==> src/rtl/sii_l2t_pkg.sv <==
// rtl/sii_l2t_pkg.sv - shared types and widths for the SII-to-L2T request scheduler
package sii_l2t_pkg;

  localparam int NUM_BANKS = 8;
  localparam int BANK_W    = $clog2(NUM_BANKS);
  localparam int HDR_W     = 32;
  localparam int CRED_W    = 5;

  typedef enum logic [2:0] {
    ST_IDLE,
    ST_VLD,
    ST_HDR0,
    ST_HDR1,
    ST_GAP
  } sched_state_e;

endpackage

==> src/rtl/sii_l2t_credit_ctr.sv <==
// rtl/sii_l2t_credit_ctr.sv - one per-bank credit counter with saturation and sticky overflow flag
module sii_l2t_credit_ctr
  import sii_l2t_pkg::*;
#(
  parameter int DEPTH = 16
) (
  input  logic              iol2clk,
  input  logic              rst_l,
  input  logic              i_dec,
  input  logic              i_inc,
  output logic [CRED_W-1:0] o_cnt,
  output logic              o_err
);

  localparam logic [CRED_W-1:0] FULL = CRED_W'(DEPTH);

  logic [CRED_W-1:0] r_cnt;
  logic              r_err;

  // A take and a return in the same cycle cancel; a lone return at full depth is a protocol error.
  always_ff @(posedge iol2clk or negedge rst_l) begin
    if (!rst_l) begin
      r_cnt <= FULL;
      r_err <= 1'b0;
    end else if (i_inc && !i_dec) begin
      if (r_cnt == FULL) r_err <= 1'b1;
      else               r_cnt <= r_cnt + CRED_W'(1);
    end else if (i_dec && !i_inc) begin
      r_cnt <= r_cnt - CRED_W'(1);
    end
  end

  assign o_cnt = r_cnt;
  assign o_err = r_err;

endmodule

==> src/rtl/sii_l2t_req_sched.sv <==
// rtl/sii_l2t_req_sched.sv - two-port round-robin request scheduler onto eight credit-controlled L2T banks
module sii_l2t_req_sched
  import sii_l2t_pkg::*;
#(
  parameter int IQ_DEPTH  = 16,
  parameter int WIB_DEPTH = 4
) (
  input  logic        iol2clk,
  input  logic        rst_l,
  input  logic        p0_req_vld,
  input  logic [2:0]  p0_req_bank,
  input  logic        p0_req_wri,
  input  logic [63:0] p0_req_hdr,
  output logic        p0_req_gnt,
  input  logic        p1_req_vld,
  input  logic [2:0]  p1_req_bank,
  input  logic        p1_req_wri,
  input  logic [63:0] p1_req_hdr,
  output logic        p1_req_gnt,
  output logic        sii_l2t0_req_vld,
  output logic [31:0] sii_l2t0_req,
  output logic        sii_l2t1_req_vld,
  output logic [31:0] sii_l2t1_req,
  output logic        sii_l2t2_req_vld,
  output logic [31:0] sii_l2t2_req,
  output logic        sii_l2t3_req_vld,
  output logic [31:0] sii_l2t3_req,
  output logic        sii_l2t4_req_vld,
  output logic [31:0] sii_l2t4_req,
  output logic        sii_l2t5_req_vld,
  output logic [31:0] sii_l2t5_req,
  output logic        sii_l2t6_req_vld,
  output logic [31:0] sii_l2t6_req,
  output logic        sii_l2t7_req_vld,
  output logic [31:0] sii_l2t7_req,
  input  logic        l2t0_sii_iq_dequeue,
  input  logic        l2t1_sii_iq_dequeue,
  input  logic        l2t2_sii_iq_dequeue,
  input  logic        l2t3_sii_iq_dequeue,
  input  logic        l2t4_sii_iq_dequeue,
  input  logic        l2t5_sii_iq_dequeue,
  input  logic        l2t6_sii_iq_dequeue,
  input  logic        l2t7_sii_iq_dequeue,
  input  logic        l2t0_sii_wib_dequeue,
  input  logic        l2t1_sii_wib_dequeue,
  input  logic        l2t2_sii_wib_dequeue,
  input  logic        l2t3_sii_wib_dequeue,
  input  logic        l2t4_sii_wib_dequeue,
  input  logic        l2t5_sii_wib_dequeue,
  input  logic        l2t6_sii_wib_dequeue,
  input  logic        l2t7_sii_wib_dequeue,
  output logic        credit_err,
  output logic        busy
);

  logic [NUM_BANKS-1:0] w_iq_ret, w_wib_ret, w_iq_take, w_wib_take, w_iq_err, w_wib_err;
  logic [CRED_W-1:0]    w_iq_cnt  [NUM_BANKS];
  logic [CRED_W-1:0]    w_wib_cnt [NUM_BANKS];

  sched_state_e         r_state, w_state_nxt;
  logic                 r_rr_ptr, r_gnt0, r_gnt1, r_busy;
  logic [BANK_W-1:0]    r_bank;
  logic [2*HDR_W-1:0]   r_hdr;
  logic [NUM_BANKS-1:0] r_bus_vld;
  logic [NUM_BANKS-1:0][HDR_W-1:0] r_bus_req;

  logic                 w_elig0, w_elig1, w_gnt0, w_gnt1, w_take, w_gnt_wri;
  logic [BANK_W-1:0]    w_gnt_bank;
  logic [HDR_W-1:0]     w_word;

  assign w_iq_ret  = {l2t7_sii_iq_dequeue, l2t6_sii_iq_dequeue, l2t5_sii_iq_dequeue, l2t4_sii_iq_dequeue,
                      l2t3_sii_iq_dequeue, l2t2_sii_iq_dequeue, l2t1_sii_iq_dequeue, l2t0_sii_iq_dequeue};
  assign w_wib_ret = {l2t7_sii_wib_dequeue, l2t6_sii_wib_dequeue, l2t5_sii_wib_dequeue, l2t4_sii_wib_dequeue,
                      l2t3_sii_wib_dequeue, l2t2_sii_wib_dequeue, l2t1_sii_wib_dequeue, l2t0_sii_wib_dequeue};

  assign w_elig0 = p0_req_vld && (w_iq_cnt[p0_req_bank] != '0) &&
                   (!p0_req_wri || (w_wib_cnt[p0_req_bank] != '0));
  assign w_elig1 = p1_req_vld && (w_iq_cnt[p1_req_bank] != '0) &&
                   (!p1_req_wri || (w_wib_cnt[p1_req_bank] != '0));

  // r_rr_ptr names the port that wins a tie; it flips to the other port after every grant.
  always_comb begin
    w_state_nxt = r_state;
    w_gnt0      = 1'b0;
    w_gnt1      = 1'b0;
    case (r_state)
      ST_IDLE: begin
        if (w_elig0 && (!w_elig1 || !r_rr_ptr)) w_gnt0 = 1'b1;
        else if (w_elig1)                       w_gnt1 = 1'b1;
        if (w_elig0 || w_elig1) w_state_nxt = ST_VLD;
      end
      ST_VLD:  w_state_nxt = ST_HDR0;
      ST_HDR0: w_state_nxt = ST_HDR1;
      ST_HDR1: w_state_nxt = ST_GAP;
      ST_GAP:  w_state_nxt = ST_IDLE;
      default: w_state_nxt = ST_IDLE;
    endcase
  end

  assign w_take     = w_gnt0 || w_gnt1;
  assign w_gnt_bank = w_gnt1 ? p1_req_bank : p0_req_bank;
  assign w_gnt_wri  = w_gnt1 ? p1_req_wri  : p0_req_wri;

  for (genvar g = 0; g < NUM_BANKS; g++) begin : g_bank
    assign w_iq_take[g]  = w_take && (w_gnt_bank == BANK_W'(g));
    assign w_wib_take[g] = w_iq_take[g] && w_gnt_wri;

    sii_l2t_credit_ctr #(.DEPTH(IQ_DEPTH)) u_iq_ctr (
      .iol2clk (iol2clk),
      .rst_l   (rst_l),
      .i_dec   (w_iq_take[g]),
      .i_inc   (w_iq_ret[g]),
      .o_cnt   (w_iq_cnt[g]),
      .o_err   (w_iq_err[g])
    );

    sii_l2t_credit_ctr #(.DEPTH(WIB_DEPTH)) u_wib_ctr (
      .iol2clk (iol2clk),
      .rst_l   (rst_l),
      .i_dec   (w_wib_take[g]),
      .i_inc   (w_wib_ret[g]),
      .o_cnt   (w_wib_cnt[g]),
      .o_err   (w_wib_err[g])
    );
  end

  always_comb begin
    w_word = '0;
    if (r_state == ST_HDR0)      w_word = r_hdr[2*HDR_W-1:HDR_W];
    else if (r_state == ST_HDR1) w_word = r_hdr[HDR_W-1:0];
  end

  // Bus registers trail the FSM by one cycle so every bank output comes straight from a flop.
  always_ff @(posedge iol2clk or negedge rst_l) begin
    if (!rst_l) begin
      r_state   <= ST_IDLE;
      r_rr_ptr  <= 1'b0;
      r_gnt0    <= 1'b0;
      r_gnt1    <= 1'b0;
      r_busy    <= 1'b0;
      r_bank    <= '0;
      r_hdr     <= '0;
      r_bus_vld <= '0;
      r_bus_req <= '0;
    end else begin
      r_state <= w_state_nxt;
      r_gnt0  <= w_gnt0;
      r_gnt1  <= w_gnt1;
      r_busy  <= (w_state_nxt != ST_IDLE);
      if (w_gnt0)      r_rr_ptr <= 1'b1;
      else if (w_gnt1) r_rr_ptr <= 1'b0;
      if (w_take) begin
        r_bank <= w_gnt_bank;
        r_hdr  <= w_gnt1 ? p1_req_hdr : p0_req_hdr;
      end
      for (int k = 0; k < NUM_BANKS; k++) begin
        r_bus_vld[k] <= (r_state == ST_VLD) && (r_bank == BANK_W'(k));
        r_bus_req[k] <= (r_bank == BANK_W'(k)) ? w_word : '0;
      end
    end
  end

  assign p0_req_gnt = r_gnt0;
  assign p1_req_gnt = r_gnt1;
  assign busy       = r_busy;
  assign credit_err = |{w_iq_err, w_wib_err};

  assign sii_l2t0_req_vld = r_bus_vld[0];
  assign sii_l2t1_req_vld = r_bus_vld[1];
  assign sii_l2t2_req_vld = r_bus_vld[2];
  assign sii_l2t3_req_vld = r_bus_vld[3];
  assign sii_l2t4_req_vld = r_bus_vld[4];
  assign sii_l2t5_req_vld = r_bus_vld[5];
  assign sii_l2t6_req_vld = r_bus_vld[6];
  assign sii_l2t7_req_vld = r_bus_vld[7];
  assign sii_l2t0_req     = r_bus_req[0];
  assign sii_l2t1_req     = r_bus_req[1];
  assign sii_l2t2_req     = r_bus_req[2];
  assign sii_l2t3_req     = r_bus_req[3];
  assign sii_l2t4_req     = r_bus_req[4];
  assign sii_l2t5_req     = r_bus_req[5];
  assign sii_l2t6_req     = r_bus_req[6];
  assign sii_l2t7_req     = r_bus_req[7];

endmodule

==> config.mk <==
export PLATFORM = sky130hd
export DESIGN_NAME = sii_l2t_req_sched
export DESIGN_NICKNAME = d
export VERILOG_FILES = /design/src/rtl/sii_l2t_pkg.sv /design/src/rtl/sii_l2t_credit_ctr.sv /design/src/rtl/sii_l2t_req_sched.sv
export SDC_FILE = /design/constraint.sdc
export NUM_CORES = 1
export LEC_CHECK = 0
export CAP_MARGIN = 10
export CELL_PAD_IN_SITES_DETAIL_PLACEMENT = 1
export CELL_PAD_IN_SITES_GLOBAL_PLACEMENT = 1
export CORE_MARGIN = 8
export CORE_UTILIZATION = 29
export DETAILED_ROUTE_END_ITERATION = 7
export PLACE_DENSITY_LB_ADDON = 0.1
export SLEW_MARGIN = 10
export SYNTH_ARGS = -nofsm -noshare
export SYNTH_HDL_FRONTEND = slang
export SYNTH_HIERARCHICAL = 1
export SYNTH_SLANG_ARGS = --single-unit
==> constraint.sdc <==
create_clock -name iol2clk -period 5.6 [get_ports iol2clk]
set_input_delay 1.12 -clock iol2clk [delete_from_list [all_inputs] [get_ports iol2clk]]
set_output_delay 1.12 -clock iol2clk [all_outputs]
set_load 0.01 [all_outputs]
## Word-level counts from Yosys, hierarchy flattened

Index checks and enable logic that the tools add are counted.

- Register bits: 434
- Input bits: 156
- Output and inout bits: 268
- Logic and storage cells: 375

- $add $sub $neg: 32
- $lt $le $gt $ge: 2
- Equality and inequality tests: 49
- Muxes and demuxes: 82
- Bitwise gates (word level): 2
- Reductions and logical operators: 160

Operators with widths:

| kind | count |
|---|---|
| $mux 32 | 10 |
| $mux 5 | 56 |
| $add 5x1->5 const B | 16 |
| $sub 5x1->5 const B | 16 |
| $mux 64 | 1 |
| $reduce_and 2->1 | 32 |
| $logic_and 1x1->1 | 61 |
| $bmux 5 s3 | 4 |
| $eq 5x3->1 const B | 8 |
| $eq 5x5->1 const B | 8 |
| $logic_not 1->1 | 36 |
| $reduce_bool 2->1 | 17 |
| $ne 2x2->1 const B | 16 |
| $eq 3x3->1 const B | 8 |
| $reduce_bool 5->1 | 4 |
| $eq 3x2->1 const B | 6 |
| $reduce_or 16->1 | 1 |
| $pmux 3 s4 | 1 |
| $eq 3x1->1 const B | 3 |
| $logic_not 3->1 | 3 |
| $ge 4x4->1 const B | 2 |
| $mux 1 | 8 |
| $not 3->4 | 2 |
| $mux 3 | 2 |
| 2 further kinds | 6 |

## Depth between registers and ports, before layout

- Word-level depth: 20
- Gate-level depth with buffers: 19
- Gate-level depth less buffers: 14

## By module

Netlist, hierarchy kept.

By module, submodules not included:

| module | instances | cells an instance | area an instance (µm²) | seq. area each (µm²) |
|---|---|---|---|---|
| sii_l2t_req_sched | 1 | 1144 | 12573.3 | 8458.1 |
| sii_l2t_credit_ctr at g_bank[0].u_iq_ctr ... | 8 | 40 | 446.7 | 151.4 |
| sii_l2t_credit_ctr at g_bank[0].u_wib_ctr ... | 7 | 46 | 473.0 | 151.4 |
| sii_l2t_credit_ctr at g_bank[7].u_wib_ctr | 1 | 46 | 467.9 | 151.4 |

## Worst setup path before layout

Ideal clock, no wire load.

- Kind: input to register
- Start point: input port p0_req_bank[0]
- End point: register g_bank[4].u_wib_ctr.r_cnt[4]
- Library setup time: 120 ps
- Arrival: 4489 ps
- Required time: 5480 ps
- Path slack: 991 ps
- Stages: 18
- Path buffers: 4
- Path through: buf_4 inv_2 mux2i_1 o22ai_1 o2111ai_1 nand4b_1 and3_1 buf_4 buf_6 a32o_1 clkbuf_1 nor2b_1 inv_1 ha_1 a21oi_1 nand2_1 mux2_2 a31o_2

- Cells in the longest elaborated chain, start to end: 18
- Elaborated cells on any way between the ends: 30
- Those cells by class: 2 x eq/ne; 13 x mux; 1 x bitwise; 14 x reduce/logical

Ends and longest elaborated chain:

| element | line | RTL |
|---|---|---|
| start: declaration | sii_l2t_req_sched.sv:11 | `input logic [2:0] p0_req_bank,` |
| $not 3->4 (implied by the code) (*) | sii_l2t_req_sched.sv:76, sii_l2t_req_sched.sv:77 |  |
| $bmux 5 s3, on equally long branches | sii_l2t_req_sched.sv:76, sii_l2t_req_sched.sv:77 |  |
| $mux 5, on equally long branches (2 in a row) | sii_l2t_req_sched.sv:76, sii_l2t_req_sched.sv:77 |  |
| $reduce_bool 5->1, on equally long branches | sii_l2t_req_sched.sv:76, sii_l2t_req_sched.sv:77 |  |
| $logic_and 1x1->1 or $logic_or 1x1->1 (tied branches) | sii_l2t_req_sched.sv:76, sii_l2t_req_sched.sv:77 |  |
| $logic_and 1x1->1 (*) | sii_l2t_req_sched.sv:76 | `assign w_elig0 = p0_req_vld && (w_iq_cnt[p0_req_bank] != '0) &&` |
| $logic_and 1x1->1 (*) | sii_l2t_req_sched.sv:88 | `if (w_elig0 && (!w_elig1 \|\| !r_rr_ptr)) w_gnt0 = 1'b1;` |
| $mux 1 (*) | sii_l2t_req_sched.sv:88 |  |
| [1 not listed] | n/a |  |
| net w_gnt1 | sii_l2t_req_sched.sv:67 | `logic w_elig0, w_elig1, w_gnt0, w_gnt1, w_take, w_gnt_wri;` |
| [1 not listed] | n/a |  |
| $eq 3x3->1 | sii_l2t_req_sched.sv:105 | `assign w_iq_take[g] = w_take && (w_gnt_bank == BANK_W'(g));` |
| $logic_and 1x1->1 | sii_l2t_req_sched.sv:105 |  |
| $logic_and 1x1->1 (*) | sii_l2t_req_sched.sv:106 | `assign w_wib_take[g] = w_iq_take[g] && w_gnt_wri;` |
| net w_wib_take[4] | sii_l2t_req_sched.sv:56 | `logic [NUM_BANKS-1:0] w_iq_ret, w_wib_ret, w_iq_take, w_wib_take, w_iq_err, w_wib_err;` |
| $logic_not 1->1 | sii_l2t_credit_ctr.sv:25 | `end else if (i_inc && !i_dec) begin` |
| $logic_and 1x1->1 | sii_l2t_credit_ctr.sv:25 |  |
| $ne 2x2->1 (no line) or $reduce_bool 2->1 (tied branches) | n/a |  |
| $reduce_and 2->1 (no line) | n/a |  |
| end signal: assignment | sii_l2t_credit_ctr.sv:27 | `else r_cnt <= r_cnt + CRED_W'(1);` |
| end signal: assignment | sii_l2t_credit_ctr.sv:29 | `r_cnt <= r_cnt - CRED_W'(1);` |
| end: declaration | sii_l2t_credit_ctr.sv:17 | `logic [CRED_W-1:0] r_cnt;` |

Mark *: on every way through the listed nets, which the timed path passes. The rest lies on a longest branch. The select of a mux whose other input is x is not followed.
A chain may end at the register's enable or synchronous reset.

## Worst setup path after layout

- Start point: input port p0_req_bank[0]
- End point: register g_bank[7].u_iq_ctr.r_cnt[4]

- Cells in the longest elaborated chain, start to end: 17
- Elaborated cells on any way between the ends: 28
- Those cells by class: 2 x eq/ne; 12 x mux; 1 x bitwise; 13 x reduce/logical

Ends and longest elaborated chain:

| element | line | RTL |
|---|---|---|
| $not 3->4 (implied by the code) | sii_l2t_req_sched.sv:76, sii_l2t_req_sched.sv:77 |  |
| $bmux 5 s3, on equally long branches | sii_l2t_req_sched.sv:76, sii_l2t_req_sched.sv:77 |  |
| $mux 5, on equally long branches (2 in a row) | sii_l2t_req_sched.sv:76, sii_l2t_req_sched.sv:77 |  |
| $reduce_bool 5->1, on equally long branches | sii_l2t_req_sched.sv:76, sii_l2t_req_sched.sv:77 |  |
| $logic_and 1x1->1 or $logic_or 1x1->1 (tied branches) | sii_l2t_req_sched.sv:76, sii_l2t_req_sched.sv:77 |  |
| $logic_and 1x1->1 | sii_l2t_req_sched.sv:76 |  |
| $logic_and 1x1->1 | sii_l2t_req_sched.sv:88 |  |
| $mux 1 | sii_l2t_req_sched.sv:88 |  |
| $mux 1 | sii_l2t_req_sched.sv:86 | `case (r_state)` |
| $mux 3 | sii_l2t_req_sched.sv:101 | `assign w_gnt_bank = w_gnt1 ? p1_req_bank : p0_req_bank;` |
| $eq 3x3->1 | sii_l2t_req_sched.sv:105 |  |
| $logic_and 1x1->1 (*) | sii_l2t_req_sched.sv:105 |  |
| net w_iq_take[7] | sii_l2t_req_sched.sv:56 |  |
| $logic_not 1->1 | sii_l2t_credit_ctr.sv:25 |  |
| $logic_and 1x1->1 | sii_l2t_credit_ctr.sv:25 |  |
| $ne 2x2->1 (no line) or $reduce_bool 2->1 (tied branches) | n/a |  |
| $reduce_and 2->1 (no line) | n/a |  |
| end signal: assignment | sii_l2t_credit_ctr.sv:27 |  |
| end signal: assignment | sii_l2t_credit_ctr.sv:29 |  |
| end: declaration | sii_l2t_credit_ctr.sv:17 |  |

Marked as above.

==> results_dict.tcl <==
set metrics [dict create \
    synth_cell_type_count 78 \
    ir_worst_vdd_v 0.000217 \
    hold_violations 0 \
    post_synth_inst_count 1832 \
    required_ns 6.10 \
    wire_per_inst_microns 23.6 \
    fill_cells 7399 \
    drive_gt1_share_pct 11.8 \
    cp-start-kind "input port" \
    clock-sinks 434 \
    finalNetCount 2495 \
    r2r_setup_slack_ns 1.02 \
    syn_avg_cell_area_sq_um 10.9 \
    worstRegToRegCells 14 \
    grtUsageTotal_pct 19.0 \
    die_h_microns 278 \
    core_sq_um 68300 \
    internal-power_mw 8.52 \
    first_pass_iters 8 \
    io_pins 424 \
    dieArea_sq_um 77400 \
    post-place-ws_ns 0.245 \
    cts_buffers 51 \
    drtIter0Drc 1122 \
    ctsLongestPathBuffers 3 \
    p_leak_nw 12.4 \
    design_area_sq_um 27100 \
    place_congestion 0.833 \
    cts_hold_buf 0 \
    finalSetupViolCount 0 \
    criticalPathCategory "input port to flop" \
    power.density_nw_per_um2 512 \
    dpl_cell_area_sq_um 25300 \
    post_cts_buffers 0 \
    hold_depth 1 \
    finalMaxSlewViolations 0 \
    wl_met2_microns 37600 \
    violations "DRC" \
    r2r_end "g_bank[7].u_iq_ctr/o_cnt[4]" \
    cts_root_buffer "clkbuf_16" \
    netSwitchingFraction_pct 38.6 \
    worstSkewPairLatency_ns 0.62 \
    routedLengthMet1_microns 31600 \
    die_w_microns 278 \
    async_reset_ff_share_pct 100 \
    arrival_ns 5.40 \
    viasPerCell 4.98 \
    yosysWarnings 6 \
    yosysTopAreaCellShare_pct 52.5 \
    synth_seq_area_share_pct 54.6 \
    grt_pass1_vias 17000 \
    grt_max_degree 125 \
    post_cts_resized 0 \
    min_path_type "flop to flop" \
    synth_edf_count 0 \
    pwr-share-comb_pct 39.1 \
    grt_pass1_wl_microns 113000 \
    finalWorstSetupSlack_ns 0.706 \
    slew_headroom_pct 18.1 \
    yosys_most_used_dff "dfrtp_1" \
    ant_nets 0 \
    crit_fanout 28 \
    mostFrequentLayoutCell "clkdlybuf4s50_1" \
    place_hpwl_microns 54300 \
    overflow 0 \
    cp-end-kind "flop" \
    p_switching_mw 5.36 \
    tightest_slew_ns 1.22 \
    ys_ff_latch 434 \
    antenna_found_initial 12 \
    worstHoldStart "g_bank[5].u_wib_ctr/o_err" \
    status "complete, but fails checks" \
    synth_area_leaders "dfrtp_1 (52%), nor2_1 (5.7%), inv_1 (4.4%), a222oi_1 (3.3%), ha_1 (3.1%)" \
    syn_to_final_growth_pct 35.9 \
    hold_end "g_bank[5].u_wib_ctr/o_err" \
    post-route-period-util_pct 87.4 \
    min_period_ns 4.89 \
    synthesis.area_sq_um 19900 \
    cts_tree "done" \
    p_clk_share_pct 25.0 \
    r2r-start "g_bank[1].u_iq_ctr/o_cnt[1]" \
    drc 2 \
    synth.largest_area_cell "dfrtp_1" \
    timing.fmax_mhz 204 \
    top_layer "met5" \
    htree_levels 2 \
    rows 96 \
    wirelength_microns 75800 \
    finalSetupTns_ns 0 \
    power.total_mw 13.9 \
    finalClockSkew_ns 0.0481 \
    met3_length_microns 4100 \
    maxCapViolCount 0 \
    clk_pin_slew_worst_paths_ns 0.05 \
    layout_common_cells "clkdlybuf4s50_1 (422), dfrtp_1 (418), nor2_1 (299), inv_1 (231), a222oi_1 (66)" \
    numPortBuffers 423 \
    synth_nets 2053 \
    power_frac_seq_pct 35.9 \
    rsz0062_at_grt "no" \
    vias 16000 \
    start_util_pct 29.2 \
]
critical path: stages:
cell	delay, ns
clkdlybuf4s50_1	0.45
buf_12	0.18
nor4_1	0.38
a211oi_1	0.09
nor4_1	0.43
nand4_1	0.25
nand4b_1	0.19
buf_4	0.16
and4_1	0.37
a22o_1	0.41
nand2b_1	0.29
ha_1	0.31
a21o_1	0.16
a21oi_1	0.17
mux2i_1	0.24
xor2_1	0.17
metal layers:
| layer | vias to the layer above | GRT usage [%] |
|---|---|---|
| met4 | 12 | 6.58 |
| met5 | - | 0 |
| li1 | 7216 | - |
| met1 | 8174 | 23.3 |
| met2 | 433 | 33.0 |
| met3 | 124 | 4.12 |
cell families (layout without fill, tap and decap cells):
group	after synthesis	count (layout)	synth area share, %
adder cells (fa/ha/maj)	65	65	4.68
buffers and inverters	313	798	6.55
AND/OR/NAND/NOR	579	579	14.6
AO/OA/AOI/OAI	343	343	14.5
multiplexers	58	58	3.28
flip-flops	434	434	54.6
XOR/XNOR	40	40	1.76
other	0	7	0
flip-flops by register name, indices dropped and copies added (netlist names), 32 cells and up:
name	flops
g_bank.u_wib_ctr/o_cnt	40
sii_l2t2_req	32
sii_l2t4_req	32
sii_l2t6_req	32
sii_l2t5_req	32
sii_l2t3_req	32
sii_l2t0_req	32
r_hdr	64
sii_l2t1_req	32
sii_l2t7_req	32
g_bank.u_iq_ctr/o_cnt	40
stage by stage:
stage	utilization (%)	hold slack [ns]	instances
6_report	39.6	0.467	3206
5_1_grt	39.6	0.499	3204
4_1_cts	39.6	0.476	3199
3_5_place_dp	37.0	0.462	3103
3_3_place_gp	37.0	0.457	3103
2_1_floorplan	-	0.428	1832
how the worst max path moves through the flow:
stage / cells past startpoint / startpoint / slack (ns) / end
2_1_floorplan: 18 / p0_req_bank[0] / 0.99 / g_bank[4].u_wib_ctr/o_cnt[4]
3_3_place_gp: 15 / p1_req_bank[1] / 0.33 / g_bank[4].u_wib_ctr/o_cnt[4]
3_5_place_dp: 14 / p1_req_bank[0] / 0.25 / g_bank[6].u_wib_ctr/o_cnt[4]
4_1_cts: 14 / p1_req_bank[0] / 0.83 / g_bank[6].u_wib_ctr/o_cnt[4]
5_1_grt: 16 / p0_req_bank[0] / 0.42 / g_bank[7].u_iq_ctr/o_cnt[4]
6_report: 16 / p0_req_bank[0] / 0.71 / g_bank[7].u_iq_ctr/o_cnt[4]
final cells by class:
class	instances	area (sq um)	area share, %
tap	882	1100	4.07
sequential	434	10900	40.2
multi-input combinational	1085	7800	28.8
clock buffer	76	1470	5.43
clock inverter	20	283	1.04
inverter	235	882	3.26
antenna	7	17.5	0.0647
timing repair buffer	467	4640	17.1
cells in the mapped netlist (all sizes together), types with 10 or more instances:
master,count
dfrtp,418
nor2,300
inv,235
a222oi,66
nand3,57
ha,49
a22oi,47
a21oi,46
nand2b,45
clkbuf,42
nand2,38
buf,36
a21o,34
mux2,32
xor2,31
nor3,28
mux2i,26
a21boi,22
nor4,19
o311ai,18
or2,17
a31o,16
dfstp,16
fa,16
o21ai,16
a211o,15
a22o,12
nand4,12
a211oi,11
o22ai,11
or3,11
nor2b,10
power by group through the flow:
| stage | logic, mW | clock network [mW] | registers, mW |
|---|---|---|---|
| detailed placement | 5.50 | 0 | 5.05 |
| floorplan | 3.23 | 0 | 4.90 |
| finish | 5.42 | 3.47 | 4.99 |
| global placement | 5.36 | 0 | 5.02 |
| global route | 5.97 | 3.70 | 5.14 |
| CTS | 5.53 | 3.58 | 5.00 |
No activity file was read; power rests on OpenSTA's default activity.
